==> config.mk <==
export PLATFORM = sky130hd
export DESIGN_NAME = vga_timing_gen_flat
export DESIGN_NICKNAME = d
export VERILOG_FILES = /design/src/rtl/vga_timing_gen_if.sv /design/src/rtl/vga_timing_gen.sv /design/src/flat_wrapper.sv
export SDC_FILE = /design/constraint.sdc
export NUM_CORES = 1
export LEC_CHECK = 0
export BUFFER_PORTS_ARGS = -buffer_cell sky130_fd_sc_hd__buf_4
export CORE_UTILIZATION = 57
export DETAILED_ROUTE_END_ITERATION = 16
export PLACE_DENSITY = 0.77
export SETUP_SLACK_MARGIN = 0.3
export SLEW_MARGIN = 30
export SYNTH_ARGS = -nofsm -noshare
export SYNTH_HDL_FRONTEND = slang
export SYNTH_SLANG_ARGS = --single-unit
==> constraint.sdc <==
create_clock -name clk -period 4.3 [get_ports clk]
set_clock_uncertainty 0.15 [all_clocks]
set_input_delay 0.86 -clock clk [delete_from_list [all_inputs] [get_ports clk]]
set_output_delay 0.86 -clock clk [all_outputs]
set_load 0.05 [all_outputs]
==> src/rtl/vga_timing_gen_if.sv <==
// Video timing bundle from vga_timing_gen to the pixel pipeline.
// frame_cnt exists only when VGA_TIMING_FRAME_CNT_EN is defined.
interface vga_timing_gen_if #(
    parameter int unsigned HW = 10,
    parameter int unsigned VW = 10
);
    logic          hsync;
    logic          vsync;
    logic          display_on;
    logic [HW-1:0] hpos;
    logic [VW-1:0] vpos;
    logic          line_start;
    logic          frame_start;
    logic          fetch_on;
    logic [HW-1:0] fetch_x;
    logic [VW-1:0] fetch_y;
`ifdef VGA_TIMING_FRAME_CNT_EN
    logic [7:0]    frame_cnt;
`endif

    modport master (
        output hsync, vsync, display_on, hpos, vpos, line_start, frame_start,
        output fetch_on, fetch_x, fetch_y
`ifdef VGA_TIMING_FRAME_CNT_EN
        , output frame_cnt
`endif
    );

    modport slave (
        input hsync, vsync, display_on, hpos, vpos, line_start, frame_start,
        input fetch_on, fetch_x, fetch_y
`ifdef VGA_TIMING_FRAME_CNT_EN
        , input frame_cnt
`endif
    );
endinterface

==> src/rtl/vga_timing_gen.sv <==
// Raster timing generator: counters, syncs, blanking, strobes and a look-ahead fetch window.
// Optional 8-bit frame counter enabled by defining VGA_TIMING_FRAME_CNT_EN.
module vga_timing_gen #(
    parameter int unsigned H_ACTIVE = 640,
    parameter int unsigned H_FP     = 16,
    parameter int unsigned H_SYNC   = 96,
    parameter int unsigned H_BP     = 48,
    parameter bit          H_POL    = 1'b0,
    parameter int unsigned V_ACTIVE = 480,
    parameter int unsigned V_FP     = 10,
    parameter int unsigned V_SYNC   = 2,
    parameter int unsigned V_BP     = 33,
    parameter bit          V_POL    = 1'b0,
    parameter int unsigned PREFETCH = 0
) (
    input  logic               clk,
    input  logic               rst_n,
    input  logic               ce,
    vga_timing_gen_if.master   vid
);
    localparam int unsigned H_TOTAL = H_ACTIVE + H_FP + H_SYNC + H_BP;
    localparam int unsigned V_TOTAL = V_ACTIVE + V_FP + V_SYNC + V_BP;
    localparam int unsigned HW      = $clog2(H_TOTAL);
    localparam int unsigned VW      = $clog2(V_TOTAL);

    localparam logic [HW-1:0] H_LAST   = HW'(H_TOTAL - 1);
    localparam logic [VW-1:0] V_LAST   = VW'(V_TOTAL - 1);
    localparam logic [HW:0]   H_ACT_W  = (HW+1)'(H_ACTIVE);
    localparam logic [HW:0]   H_TOT_W  = (HW+1)'(H_TOTAL);
    localparam logic [HW:0]   H_SS_W   = (HW+1)'(H_ACTIVE + H_FP);
    localparam logic [HW:0]   H_SE_W   = (HW+1)'(H_ACTIVE + H_FP + H_SYNC);
    localparam logic [HW:0]   PF_W     = (HW+1)'(PREFETCH);
    localparam logic [VW:0]   V_ACT_W  = (VW+1)'(V_ACTIVE);
    localparam logic [VW:0]   V_SS_W   = (VW+1)'(V_ACTIVE + V_FP);
    localparam logic [VW:0]   V_SE_W   = (VW+1)'(V_ACTIVE + V_FP + V_SYNC);

    // Fetch outputs while in reset: the look-ahead decode of position (0,0).
    localparam bit            RST_WRAP = (PREFETCH >= H_TOTAL);
    localparam logic [HW-1:0] RST_FX   = HW'(RST_WRAP ? PREFETCH - H_TOTAL : PREFETCH);
    localparam logic [VW-1:0] RST_FY   = VW'((RST_WRAP && V_TOTAL > 1) ? 1 : 0);
    localparam bit            RST_FON  = (RST_FX < H_ACTIVE) && (RST_FY < V_ACTIVE);

    logic [HW-1:0] hpos_q, h_nxt, fx_q, fx_d;
    logic [VW-1:0] vpos_q, v_nxt, fy_q, fy_d;
    logic [HW:0]   look;
    logic          h_wrap, v_wrap;
    logic          hsync_q, hsync_d, vsync_q, vsync_d;
    logic          display_q, display_d, fon_q, fon_d;
    logic          ls_q, fs_q;

    // Decode everything from the next counter value so registered outputs line up with hpos/vpos.
    always_comb begin
        h_wrap = (hpos_q == H_LAST);
        v_wrap = (vpos_q == V_LAST);
        h_nxt  = h_wrap ? '0 : hpos_q + HW'(1);
        v_nxt  = vpos_q;
        if (h_wrap) begin
            v_nxt = v_wrap ? '0 : vpos_q + VW'(1);
        end

        hsync_d   = (({1'b0, h_nxt} >= H_SS_W) && ({1'b0, h_nxt} < H_SE_W)) ? H_POL : ~H_POL;
        vsync_d   = (({1'b0, v_nxt} >= V_SS_W) && ({1'b0, v_nxt} < V_SE_W)) ? V_POL : ~V_POL;
        display_d = ({1'b0, h_nxt} < H_ACT_W) && ({1'b0, v_nxt} < V_ACT_W);

        look = {1'b0, h_nxt} + PF_W;
        fx_d = look[HW-1:0];
        fy_d = v_nxt;
        if (look >= H_TOT_W) begin
            fx_d = HW'(look - H_TOT_W);
            fy_d = (v_nxt == V_LAST) ? '0 : v_nxt + VW'(1);
        end
        fon_d = ({1'b0, fx_d} < H_ACT_W) && ({1'b0, fy_d} < V_ACT_W);
    end

    always_ff @(posedge clk or negedge rst_n) begin
        if (!rst_n) begin
            hpos_q    <= '0;
            vpos_q    <= '0;
            hsync_q   <= ~H_POL;
            vsync_q   <= ~V_POL;
            display_q <= 1'b1;
            ls_q      <= 1'b0;
            fs_q      <= 1'b0;
            fon_q     <= RST_FON;
            fx_q      <= RST_FX;
            fy_q      <= RST_FY;
        end else begin
            ls_q <= ce & h_wrap;
            fs_q <= ce & h_wrap & v_wrap;
            if (ce) begin
                hpos_q    <= h_nxt;
                vpos_q    <= v_nxt;
                hsync_q   <= hsync_d;
                vsync_q   <= vsync_d;
                display_q <= display_d;
                fon_q     <= fon_d;
                fx_q      <= fx_d;
                fy_q      <= fy_d;
            end
        end
    end

`ifdef VGA_TIMING_FRAME_CNT_EN
    logic [7:0] frame_cnt_q;

    always_ff @(posedge clk or negedge rst_n) begin
        if (!rst_n) begin
            frame_cnt_q <= '0;
        end else if (ce && h_wrap && v_wrap) begin
            frame_cnt_q <= frame_cnt_q + 8'd1;
        end
    end

    assign vid.frame_cnt = frame_cnt_q;
`endif

    assign vid.hsync       = hsync_q;
    assign vid.vsync       = vsync_q;
    assign vid.display_on  = display_q;
    assign vid.hpos        = hpos_q;
    assign vid.vpos        = vpos_q;
    assign vid.line_start  = ls_q;
    assign vid.frame_start = fs_q;
    assign vid.fetch_on    = fon_q;
    assign vid.fetch_x     = fx_q;
    assign vid.fetch_y     = fy_q;
endmodule

==> src/flat_wrapper.sv <==
// flat-port wrapper written by rule: the top's interface ports become plain ports
module vga_timing_gen_flat 
#(
    parameter int unsigned H_ACTIVE = 640,
    parameter int unsigned H_FP     = 16,
    parameter int unsigned H_SYNC   = 96,
    parameter int unsigned H_BP     = 48,
    parameter bit          H_POL    = 1'b0,
    parameter int unsigned V_ACTIVE = 480,
    parameter int unsigned V_FP     = 10,
    parameter int unsigned V_SYNC   = 2,
    parameter int unsigned V_BP     = 33,
    parameter bit          V_POL    = 1'b0,
    parameter int unsigned PREFETCH = 0
)
  (clk, rst_n, ce, vid_hsync, vid_vsync, vid_display_on, vid_hpos, vid_vpos, vid_line_start, vid_frame_start, vid_fetch_on, vid_fetch_x, vid_fetch_y);
  vga_timing_gen_if vid_i ();
  input  logic clk;
  input  logic rst_n;
  input  logic ce;
  output wire logic [$bits(vid_i.hsync)-1:0] vid_hsync;
  output wire logic [$bits(vid_i.vsync)-1:0] vid_vsync;
  output wire logic [$bits(vid_i.display_on)-1:0] vid_display_on;
  output wire logic [$bits(vid_i.hpos)-1:0] vid_hpos;
  output wire logic [$bits(vid_i.vpos)-1:0] vid_vpos;
  output wire logic [$bits(vid_i.line_start)-1:0] vid_line_start;
  output wire logic [$bits(vid_i.frame_start)-1:0] vid_frame_start;
  output wire logic [$bits(vid_i.fetch_on)-1:0] vid_fetch_on;
  output wire logic [$bits(vid_i.fetch_x)-1:0] vid_fetch_x;
  output wire logic [$bits(vid_i.fetch_y)-1:0] vid_fetch_y;
  assign vid_hsync = vid_i.hsync;
  assign vid_vsync = vid_i.vsync;
  assign vid_display_on = vid_i.display_on;
  assign vid_hpos = vid_i.hpos;
  assign vid_vpos = vid_i.vpos;
  assign vid_line_start = vid_i.line_start;
  assign vid_frame_start = vid_i.frame_start;
  assign vid_fetch_on = vid_i.fetch_on;
  assign vid_fetch_x = vid_i.fetch_x;
  assign vid_fetch_y = vid_i.fetch_y;
  vga_timing_gen #(.H_ACTIVE(H_ACTIVE), .H_FP(H_FP), .H_SYNC(H_SYNC), .H_BP(H_BP), .H_POL(H_POL), .V_ACTIVE(V_ACTIVE), .V_FP(V_FP), .V_SYNC(V_SYNC), .V_BP(V_BP), .V_POL(V_POL), .PREFETCH(PREFETCH)) u_core (.clk(clk), .rst_n(rst_n), .ce(ce), .vid(vid_i));
endmodule
==> results of run 1 <==
## cells in the final DEF (no fill, tap or decap), drive strengths merged, types with 6 or more instances in the layout
master | Yosys | routed
ha | 8 | 8
dfrtp | 37 | 37
mux2 | 8 | 8
nor2 | 28 | 28
nor3 | 10 | 10
clkbuf | 7 | 6
nand3 | 12 | 12
o21ai | 15 | 15
nand4 | 9 | 9
nor4 | 7 | 7
xnor2 | 17 | 17
a21oi | 14 | 14
nand2 | 33 | 33
buf | 15 | 51
inv | 14 | 14
## worst max-delay path by stage
stage / start / to / cells after the start
2_1_floorplan: u_core.vid.fetch_x[0]$_DFFE_PN0P_ / u_core.vid.fetch_on$_DFFE_PN1P_ / 12
3_3_place_gp: u_core.vid.fetch_x[0]$_DFFE_PN0P_ / u_core.vid.fetch_on$_DFFE_PN1P_ / 11
3_5_place_dp: u_core.vid.fetch_x[0]$_DFFE_PN0P_ / u_core.vid.fetch_on$_DFFE_PN1P_ / 11
4_1_cts: u_core.vid.fetch_x[0]$_DFFE_PN0P_ / u_core.vid.fetch_on$_DFFE_PN1P_ / 11
5_1_grt: u_core.vid.fetch_x[0]$_DFFE_PN0P_ / u_core.vid.fetch_on$_DFFE_PN1P_ / 11
6_report: u_core.vid.fetch_x[0]$_DFFE_PN0P_ / u_core.vid.fetch_on$_DFFE_PN1P_ / 11
## critical path, cell delays in order (launching register included)
cell and delay (ns):
dfrtp_1 0.48, ha_1 0.33, nand4_2 0.26, nor2_1 0.24
xnor2_1 0.24, ha_1 0.24, o2111ai_2 0.14, a211oi_4 0.48
nand4b_2 0.23, o21a_1 0.23, o221a_1 0.24, a2111oi_2 0.21
## power by group
group          leakage [uW]  total (uW)  internal [uW]  switching (uW)
Clock             0.0000574         335            189             146
Combinational      0.000854         918            298             621
Sequential         0.000502         583            462             122
Total               0.00141        1840            948             889
## state kept, by name, indices dropped and copies added (netlist names)
register and count:
u_core.vid.fetch_x 10, u_core.vid.fetch_y 10, u_core.vid.vpos 10, u_core.vid.hpos 5
u_core.vid.display_on 1, u_core.vid.fetch_on 1, u_core.vid.frame_start 1, u_core.vid.hsync 1
u_core.vid.line_start 1, u_core.vid.vsync 1
## metal layers
layer,vias to the layer above,global-route usage (%),share of wire (%)
li1,1192,-,-
met1,1210,37.1,43
met2,85,44.2,49
met3,14,4.83,5.6
met4,0,13.3,2.9
met5,-,0,0
## cell type report
cell class | count | area, sq um
clock buffer | 6 | 82.6
clock inverter | 2 | 37.5
fill | 391 | 1460
inverter | 15 | 56.3
multi-input combinational | 233 | 1650
sequential | 41 | 1030
tap | 67 | 83.8
timing repair buffer | 51 | 383
## per-stage QoR
stage          worst slack (ns)  hold WS, ns  std cells  power, uW
3_5_place_dp              0.735        0.329        407       1510
2_1_floorplan             0.805        0.414        311       1290
4_1_cts                   0.723        0.343        415       1840
3_3_place_gp              0.888        0.325        407       1490
5_1_grt                   0.437        0.356        415       1930
6_report                  0.726        0.343        415       1840
## logic make-up after synthesis
logic type | synth area share (%)
AOI/OAI and AO/OA | 17.6
xor gates and xnor gates | 6.67
adders and majority gates | 3.46
buffers and inverters | 7.06
DFF | 35.7
muxes | 4.85
and+or+nand+nor | 24.6
==> impl_metrics.csv, run 1 <==
group,metric,value,unit
logic_synthesis,synth_ff_type,"dfrtp_1",
sta,tightest_slew,0.663,ns
worst_setup_path,arrival,3.63,ns
sta,final_hold_viol_count,0,
logic_synthesis,synth.cell_area,2890,sq um
sta,fmax,280,MHz
sta,relSlewSlack,55.3,%
floorplanning,fp.dieH,73.2,um
logic_synthesis,synth.top_cells.by_count,"37 x dfrtp_1, 31 x nand2_1, 27 x nor2_1",
logic_synthesis,synthArstFlopShare,100,%
floorplanning,die_area,5360,sq um
worst_setup_path,worst_r2r_path_depth,11,
min_path,holdPathEnd,"u_core.vid.display_on$_DFFE_PN1P_",
final_layout,drive_gt1_share,26.7,%
cts,post_cts_buffers,0,
logic_synthesis,synth_most_common_cell,"dfrtp_1",
logic_synthesis,ys_types,67,
global_route,grt_usage,28.0,%
sta,final-setup-viol-count,0,
cts,cts-root-buf,"clkbuf_8",
cts,cts_buffer_depth,2,
logic_synthesis,synth_edf_count,0,
final_layout,final_area,3330,sq um
floorplanning,die_w,73.2,um
min_path,hold_start,"u_core.vid.display_on$_DFFE_PN1P_",
cts,ctsHoldBuffers,0,
placed_design,placed_cell_area,3210,sq um
cts,cts_buffers,5,
logic_synthesis,syn-mean-instance-area,9.29,sq um
placed_design,gp_congestion,0.938,
global_route,grt_overflow,0,
final_layout,fin_nets,358,
worst_setup_path,worst_r2r_endpoint,"u_core.vid.fetch_on$_DFFE_PN1P_",
route,wl,6.81,mm
route,dr_total_vias,2501,
cts,cts.clk_slew.worst_paths,0.08,ns
job,drv_cap,0,
worst_setup_path,crit_fanout,8,
worst_setup_path,cp-start-kind,"flip-flop",
floorplanning,ioPinCount,49,
placed_design,hpwl,4.84,mm
final_layout,utilization,69.5,%
worst_setup_path,crit_path_end_kind,"flip-flop",
route,remaining_drc_errors,0,
route,ant_nets,0,
global_route,grt_pass1_vias,2314,
cts,htreeDepth,2,
sta,finalCritPeriodShare,83.1,%
route,first_iter_violations,166,
worst_setup_path,crit_required,4.36,ns
min_path,hold_path.class,"reg -> reg",
logic_synthesis,ys_seq_elements,41,
cts,cts_sinks,41,
global_route,grt_pass1_wl,11.3,mm
logic_synthesis,synth_fp_nets,322,
final_layout,antenna_cells,0,
power_and_ir_drop,p_leak,0.00141,uW
floorplanning,start_util,60.4,%
logic_synthesis,yosysTopAreaCell,"dfrtp_1",
min_path,whs_path_depth,2,
worst_setup_path,r2r_start,"u_core.vid.fetch_x[0]$_DFFE_PN0P_",
route,wire_per_inst,16.4,um
sta,rsz0062_at_grt,"false",
cts,clk_latency,0.30,ns
worst_setup_path,reg2reg_slack,0.73,ns
outcome,status,"finished, final reports clean",
logic_synthesis,syn_inst,311,
global_route,grt_start_max_net_pins,53,
floorplanning,core_area,4790,sq um
final_layout,area_growth,15.2,%
floorplanning,num_rows,25,
sta,final_max_slew_viol_count,0,
logic_synthesis,synth.yosys.warnings,0,
power_and_ir_drop,p_per_area,552,nW/um^2
power_and_ir_drop,vdd_ir_drop_max,308,uV
route,dr.pass1.iters,4,
sta,setup_tns,0,ns
worst_setup_path,path_class,"reg -> reg",
logic_synthesis,synth_top_area_share,32.0,%
route,vias_per_cell,6.03,
logic_synthesis,yosysSeqAreaShare,35.7,%
logic_synthesis,ys_top_cells_by_area,"dfrtp_1 32%, xnor2_1 5.2%, nand2_1 4.0%",
global_route,antenna_found_initial,0,
sta,fin_crit,3.57,ns
cts,cts_resized,0,
cts,cts_tree,"done",
placed_design,io_buffers,48,
(Power assumes the default switching activity.)
==> run 2, diff against run 1 <==
CORE_UTILIZATION = 51   (was 57)
PLACE_DENSITY = 0.72   (was 0.77)
clock period = 3 ns   (was 4.3 ns; I/O delays follow)
==> run 2 against run 1 <==
The run now ends with negative setup slack left. Maximum frequency grew 17%. Die area grew 11%. Sequential share of layout area shrank 4.8 points. Critical path type unchanged. Critical endpoint is now u_core.vid.fetch_y[1]$_DFFE_PN0P_. Largest cell class unchanged. Highest routed layer unchanged.
==> impl_metrics.csv, run 2 (same netlist as run 1, synthesis figures left out) <==
group,metric,value,unit
route,wire_per_inst,17.5,um
floorplanning,die_area,5970,sq um
final_layout,layout_common_cells,"101 x buf_4, 31 x nand2_1, 25 x nor2_1",
cts,clk_latency,0.31,ns
final_layout,fill_cells,367,
final_layout,final_common_cell,"buf_4",
power_and_ir_drop,p_seq_share,26.7,%
route,dr.pass1.iters,5,
power_and_ir_drop,internal_power,1500,uW
floorplanning,num_rows,27,
worst_setup_path,crit_fanout,4,
worst_setup_path,r2r_start,"u_core.vid.fetch_x[0]$_DFFE_PN0P_",
final_layout,seq_area,1050,sq um
cts,cts_tree,"done",
sta,setup_slack,-0.0464,ns
route,wl,8.38,mm
outcome,violations,"negative setup slack",
worst_setup_path,crit_path_end_kind,"flip-flop",
route,remaining_drc_errors,0,
worst_setup_path,crit_required,3.02,ns
global_route,grt_usage,26.8,%
final_layout,final_area,4020,sq um
sta,fmax,328,MHz
route,first_iter_violations,369,
floorplanning,core_area,5470,sq um
placed_design,gp_congestion,0.890,
worst_setup_path,path_class,"reg -> reg",
min_path,hold_path.class,"in -> async",
floorplanning,start_util,52.8,%
worst_setup_path,reg2reg_slack,-0.05,ns
job,drv_cap,0,
sta,final_max_slew_viol_count,0,
route,ant_nets,0,
sta,tightest_slew,0.531,ns
power_and_ir_drop,p_leak,0.00174,uW
power_and_ir_drop,p_comb_share,60.5,%
placed_design,dp.cells,442,
cts,cts_sinks,41,
global_route,grt_pass1_wl,12.6,mm
sta,finalCritPeriodShare,102,%
outcome,status,"finished, violations left",
worst_setup_path,worst_r2r_endpoint,"u_core.vid.fetch_y[1]$_DFFE_PN0P_",
cts,ctsHoldBuffers,0,
cts,cts.clk_slew.worst_paths,0.09,ns
global_route,grt_overflow,0,
power_and_ir_drop,vdd_ir_drop_max,644,uV
cts,cts_buffer_depth,2,
placed_design,hpwl,5.21,mm
placed_design,placed_cell_area,3480,sq um
sta,final-setup-viol-count,2,
power_and_ir_drop,p_switching,1440,uW
cts,cts-root-buf,"clkbuf_8",
floorplanning,fp.dieH,77.3,um
power_and_ir_drop,p_clk_share,12.7,%
route,dr_total_vias,2854,
global_route,antenna_found_initial,0,
power_and_ir_drop,swShare,48.9,%
floorplanning,die_w,77.3,um
sta,rsz0062_at_grt,"true",
worst_setup_path,arrival,3.06,ns
final_layout,instances_no_fill,478,
worst_setup_path,worst_r2r_path_depth,13,
cts,htreeDepth,2,
sta,fin_crit,3.05,ns
sta,final_hold_viol_count,0,
cts,cts_buffers,5,
sta,relSlewSlack,64.6,%
final_layout,multi_input_area,1860,sq um
power_and_ir_drop,p_per_area,731,nW/um^2
global_route,grt_pass1_vias,2603,
final_layout,fin_nets,416,
final_layout,antenna_cells,0,
final_layout,area_growth,39.1,%
placed_design,io_buffers,48,
worst_setup_path,cp-start-kind,"flip-flop",
floorplanning,ioPinCount,49,
global_route,grt_start_max_net_pins,53,
final_layout,drive_gt1_share,47.5,%
route,vias_per_cell,5.97,
[run 2: cell count changes in the layout (fill, tap and decap cells not counted), sizes merged]
cell	delta
buf	+57
clkinv	+2
bufinv	-1
clkinvlp	+1
inv	-1
[run 2: power groups by stage]
stage          clock (uW)  sequential, uW  combinational [uW]
2_1_floorplan           0            1170                 731
3_3_place_gp            0             803                1480
3_5_place_dp            0             804                1500
4_1_cts               380             781                1660
5_1_grt               400             799                1870
6_report              375             785                1780
[run 2: worst max-delay path by stage]
| stage | start | to | slack, ns | depth (start not counted) |
|---|---|---|---|---|
| CTS | u_core.vid.fetch_x[0]$_DFFE_PN0P_ | u_core.vid.fetch_on$_DFFE_PN1P_ | 0.12 | 12 |
| finish | u_core.vid.fetch_x[0]$_DFFE_PN0P_ | u_core.vid.fetch_y[1]$_DFFE_PN0P_ | -0.05 | 13 |
| detailed placement | u_core.vid.hpos[5]$_DFFE_PN0P_ | u_core.vid.fetch_y[1]$_DFFE_PN0P_ | -0.02 | 10 |
| floorplan | u_core.vid.fetch_x[3]$_DFFE_PN0P_ | u_core.vid.fetch_on$_DFFE_PN1P_ | -0.14 | 13 |
| global placement | u_core.vid.hpos[5]$_DFFE_PN0P_ | u_core.vid.fetch_y[1]$_DFFE_PN0P_ | 0.01 | 10 |
| global route | u_core.vid.fetch_x[0]$_DFFE_PN0P_ | u_core.vid.fetch_on$_DFFE_PN1P_ | -0.13 | 12 |
[run 2: worst max-delay path: stages, from the launching register on]
cell,delay (ns)
dfrtp_4,0.45
ha_4,0.16
nand4_4,0.13
buf_8,0.17
buf_4,0.15
nor4_4,0.26
mux2i_1,0.26
buf_4,0.17
nand3_1,0.08
nor3_2,0.15
nand4_2,0.23
buf_6,0.21
a31oi_2,0.23
a21oi_1,0.10
[run 2: what timing repair did]
action | in CTS | in global routing
gates resized for setup | 21 | 20
setup endpoints to repair | 14 | 16
buffers inserted | 15 | 12
gates cloned | 0 | 1
pin swaps | 9 | 7
[run 2: metal layers]
| layer | global-route usage (%) | part of all wire (%) | vias up |
|---|---|---|---|
| met5 | 0 | 0 | - |
| met4 | 9.81 | 2.3 | 0 |
| met3 | 4.88 | 7.1 | 19 |
| met2 | 41.6 | 48 | 145 |
| met1 | 37.1 | 43 | 1387 |
| li1 | - | - | 1303 |
[run 2: stage by stage]
step / hold slack [ns] / TNS, ns / power (uW) / setup WS [ns] / utilization, %
4_1_cts: 0.139 / 0 / 2820 / 0.124 / 69.5
2_1_floorplan: 0.154 / -0.409 / 1900 / -0.139 / -
5_1_grt: 0.162 / -0.629 / 3070 / -0.127 / 73.4
3_3_place_gp: 0.320 / 0 / 2290 / 0.0149 / 63.7
6_report: 0.116 / -0.0615 / 2940 / -0.0464 / 73.4
3_5_place_dp: 0.325 / -0.0166 / 2300 / -0.0166 / 63.7
[run 2: layout make-up]
class | instances | area share, %
Inverter | 15 | 1.49
Multi-Input combinational cell | 233 | 46.3
Clock inverter | 3 | 0.436
Tap cell | 72 | 2.24
Clock buffer | 5 | 1.71
Sequential cell | 41 | 26.1
Timing Repair Buffer | 109 | 21.6
